`config.mk`:
```
export PLATFORM = sky130hd
export DESIGN_NAME = div_ctrl
export DESIGN_NICKNAME = d
export VERILOG_FILES = /design/src/rtl/div_pkg.sv /design/src/rtl/div_ctrl.sv
export SDC_FILE = /design/constraint.sdc
export NUM_CORES = 1
export LEC_CHECK = 0
export BUFFER_PORTS_ARGS = -buffer_cell sky130_fd_sc_hd__buf_2
export CORE_AREA = 3 3 65 67
export CTS_BUF_LIST = sky130_fd_sc_hd__clkbuf_4 sky130_fd_sc_hd__clkbuf_8
export CTS_CLUSTER_DIAMETER = 80
export DETAILED_ROUTE_END_ITERATION = 10
export DIE_AREA = 0 0 68 70
export PLACE_DENSITY = 0.8
export SYNTH_ARGS = -nofsm -noshare
export SYNTH_HDL_FRONTEND = slang
export SYNTH_SLANG_ARGS = --single-unit
```
`constraint.sdc`:
```
create_clock -name clk -period 1.96 [get_ports clk]
set_input_delay 0.196 -clock clk [delete_from_list [all_inputs] [get_ports clk]]
set_output_delay 0.196 -clock clk [all_outputs]
set_load 0.02 [all_outputs]
```
`src/rtl/div_pkg.sv`:
```
// Shared constants for the 8-bit non-restoring divider sequencer.
package div_pkg;
   // FSM state encoding (3-bit, kept as plain constants for legacy tools)
   localparam logic [2:0] IDLE    = 3'd0;
   localparam logic [2:0] LOAD    = 3'd1;
   localparam logic [2:0] SHIFT   = 3'd2;
   localparam logic [2:0] ADDSUB  = 3'd3;
   localparam logic [2:0] CORRECT = 3'd4;
   localparam logic [2:0] DONE    = 3'd5;

   localparam int DIV_WIDTH = 8;
   localparam int DIV_ITER  = 8;
endpackage

```
`src/rtl/div_ctrl.sv`:
```
// Sequencing FSM for the non-restoring divider datapath: latches operands,
// walks load -> 8x(shift, add/sub) -> correction, then registers the result.
// A zero divisor bypasses the datapath and answers on the very next edge.
module div_ctrl
   import div_pkg::*;
#(
   parameter int WIDTH  = DIV_WIDTH,
   parameter int ITER_W = 3
) (
   input  logic               clk,
   input  logic               reset,
   input  logic               start,
   input  logic [WIDTH-1:0]   dividend_in,
   input  logic [WIDTH-1:0]   divisor_in,
   input  logic               rem_sign,
   input  logic [2*WIDTH-1:0] dp_reg_data,
   output logic [WIDTH-1:0]   dividend_q,
   output logic [WIDTH-1:0]   divisor_q,
   output logic               load,
   output logic               shift_en,
   output logic               add_en,
   output logic               sub_en,
   output logic               final_add,
   output logic               count_en,
   output logic               busy,
   output logic               done,
   output logic [WIDTH-1:0]   quotient,
   output logic [WIDTH-1:0]   remainder,
   output logic               div_by_zero
);

   logic [2:0]        state;
   logic [ITER_W-1:0] iter;

   assign busy = (state != IDLE);

   // State sequencing, iteration counter and operand latches
   always_ff @(posedge clk or posedge reset) begin
      if (reset) begin
         state      <= IDLE;
         iter       <= '0;
         dividend_q <= '0;
         divisor_q  <= '0;
      end else begin
         case (state)
            IDLE: begin
               if (start && (divisor_in != '0)) begin
                  dividend_q <= dividend_in;
                  divisor_q  <= divisor_in;
                  iter       <= '0;
                  state      <= LOAD;
               end
            end
            LOAD:    state <= SHIFT;
            SHIFT:   state <= ADDSUB;
            ADDSUB: begin
               iter  <= iter + 1'b1;
               // last iteration is when the counter is about to wrap
               state <= (iter == '1) ? CORRECT : SHIFT;
            end
            CORRECT: state <= DONE;
            DONE:    state <= IDLE;
            default: state <= IDLE;
         endcase
      end
   end

   // Result registers and the one-cycle done pulse (normal and zero-divisor)
   always_ff @(posedge clk or posedge reset) begin
      if (reset) begin
         done        <= 1'b0;
         div_by_zero <= 1'b0;
         quotient    <= '0;
         remainder   <= '0;
      end else begin
         done <= 1'b0;
         if (state == IDLE && start && (divisor_in == '0)) begin
            done        <= 1'b1;
            div_by_zero <= 1'b1;
            quotient    <= '1;
            remainder   <= dividend_in;
         end else if (state == DONE) begin
            done        <= 1'b1;
            div_by_zero <= 1'b0;
            quotient    <= dp_reg_data[WIDTH-1:0];
            remainder   <= dp_reg_data[2*WIDTH-1:WIDTH];
         end
      end
   end

   // Datapath strobes decoded from state; add/sub picked by post-shift sign
   always_comb begin
      load      = 1'b0;
      shift_en  = 1'b0;
      add_en    = 1'b0;
      sub_en    = 1'b0;
      final_add = 1'b0;
      count_en  = 1'b0;
      case (state)
         LOAD:    load = 1'b1;
         SHIFT: begin
            shift_en = 1'b1;
            count_en = 1'b1;
         end
         ADDSUB: begin
            add_en = rem_sign;
            sub_en = ~rem_sign;
         end
         CORRECT: final_add = 1'b1;
         default: ;
      endcase
   end

endmodule

```
==> run summary <==
Outcome - complete, no violations
Final hold violation count - 0
Row count - 22
First-pass DRT Iterations - 4
Area growth, synth to finish - 33.4%
RSZ-0062 raised after global routing - no
Yosys top cell by area - dfrtp_1
Net Count, Synth - 178
Initial antenna violation count - 0
Post-synth top cells - dfrtp_1 (40), mux2_2 (26), nand2_1 (23), nand3_1 (8), mux2_4 (7)
Tot GR Track Use - 16.9%
Hold Path Class - in -> async
Pin count of the biggest net entering global routing - 41
Clock Tree Root - clkbuf_8
Async SR Flop Fraction - 100%
Maximum clock frequency - 566 MHz
DRT iter0 DRCs - 31
Vias per std cell - 4.92
Die W - 68 um
Clk_lat worst skew - 280 ps
Share of layout cells above drive strength 1 - 59.0%
Mean Syn Cell Area - 12.9 um^2
Fin util - 65.3%
Post-Synthesis Cells - 140
Ys flop type - dfrtp_1
Period utilisation layout - 90.1%
GRT Residual Overflow - 0
Req. time, crit path - 2130 ps
Yosys warning total - 0
Io pins - 77
Seq/Total Area, Yosys - 55.4%
Clk sinks - 40
Diodes inserted - 0
CTS Buffer Depth - 2
Post-CTS Setup Repair Bufs - 0
Top cells by area, synth - dfrtp_1 (55%), mux2_2 (16%), mux2_4 (5.8%), nand2_1 (4.8%), nand3_1 (2.2%)
Effective utilization at floorplan - 48.9%
H-tree levels - 2
CP Class - reg -> reg
Post-synth EDFFs - 0
Vias in the first global route - 1,305
Global-route wire length before repair - 6110 um
Pleak - 1.23 nW
Final Skew - 3.07 ps
Core area - 3690 um^2
Mapped cell area - 1810 um^2
CP arrival - 1930 ps
Yosys top cell area share - 55.4%
Die area - 4760 um^2
Min Tclk post-route - 1770 ps
Routability cong. - 0.702
CTS Buf Count - 5
Setup violations, final - 0
DRT antenna net count - 0
Final slew viol count - 0
Peak supply drop - 0.957 mV
Slew @ Worst Pin - 480 ps
Routed WL - 3800 um
Setup TNS - 0 ps
# Max-Cap Violations - 0
# DRC - 0
Relative slew margins - 68.0%
Power, Total - 3.62 mW
Critical path startpoint category - flip-flop
Die Y - 70 um
Hold buffer count at CTS - 0
Post-DP HPWL - 2910 um
Post-synth cell types - 29
Hold slack - 12.2 ps
Crit Path Max Fanout - 11
Port bufs - 76
Layout Nets - 264
Post-CTS sizing - 0
CTS tree - built
WL per Instance - 13.8 um
Seq cells post-synth - 40
Top-count cell post-synth - dfrtp_1
Pwr/cell area - 1500 nW/um^2
Clock slew at reported path FFs - 70 ps
CP endpoint kind - flip-flop
Vias - 1,353
per-layer routing:
metal  routed length, um  part of all wire, %  GRT usage, %
met1                1570                   41          21.6
met5                   0                    0             0
met2                1930                   51          27.0
met4                  70                  1.8          7.28
met3                 229                  6.0          3.86
layout by cell type (no fill, tap or decap), types with 2 or more instances in the layout:
cell type	instances
buf_2	76
dfrtp_1	40
mux2_2	26
nand2_1	23
buf_4	11
nand3_1	8
mux2_4	7
clkbuf_8	7
nor2_1	3
nand3b_1	2
nor4_2	2
o2bb2ai_1	2
nor3b_1	2
and2_1	2
ha_1	2
area by class of cell:
class                   count  area [um^2]
multi-input cells          91          754
clock buffers               7         96.3
inverters                   1         3.75
fillers                   310         1280
flip-flops and latches     40         1000
well taps                  48         60.1
repair buffers             87          463
clock inverters             1         30.0
where the power goes:
group          switching (mW)  total (mW)  internal, mW
clock                   0.264       0.713         0.449
combinational           0.879        1.58         0.700
sequential              0.170        1.33          1.16
total                    1.31        3.62          2.31
path summary, 6_finish.rpt:
check,endpoint,startpoint,slack [ps],depth (start not counted)
setup reg to reg,divisor_q[5],state[0],190,4
setup / recovery,divisor_q[5],state[0],190,4
hold / removal,divisor_q[0],reset,10,3
min in group clk,quotient[0],dp_reg_data[0],120,3
hold reg to reg,quotient[7],quotient[7],480,2
max in group asynchronous,divisor_q[6],reset,1610,3
worst max-delay path, stage by stage (launching register included):
cell,delay [ps]
dfrtp_1,380
or4b_4,560
a21oi_4,130
buf_4,220
mux2_2,360
flip-flops by register name (all words and copies together) (netlist names):
| name | cells |
|---|---|
| divisor_q | 8 |
| quotient | 8 |
| iter | 3 |
| remainder | 8 |
| done | 1 |
| state | 3 |
| dividend_q | 8 |
| div_by_zero | 1 |
per-stage QoR:
stage | setup WS [ps] | instance area, um^2 | instances
5_1_grt | 141 | 2410 | 275
6_report | 194 | 2410 | 275
4_1_cts | 188 | 2410 | 275
2_1_floorplan | 190 | 1810 | 140
3_3_place_gp | 244 | 2280 | 267
3_5_place_dp | 198 | 2280 | 267
logic make-up (layout without fill, tap and decap cells):
group                      after synthesis  after routing  share of synthesized area (%)
buffers and inverters                    9             96                           2.77
DFF                                     40             40                           55.4
muxes                                   33             33                           22.0
and+or+nand+nor                         49             49                           15.0
AOI/OAI and AO/OA                        7              7                           3.33
adders and majority gates                2              2                           1.39
No activity file was read; power rests on OpenSTA's default activity.
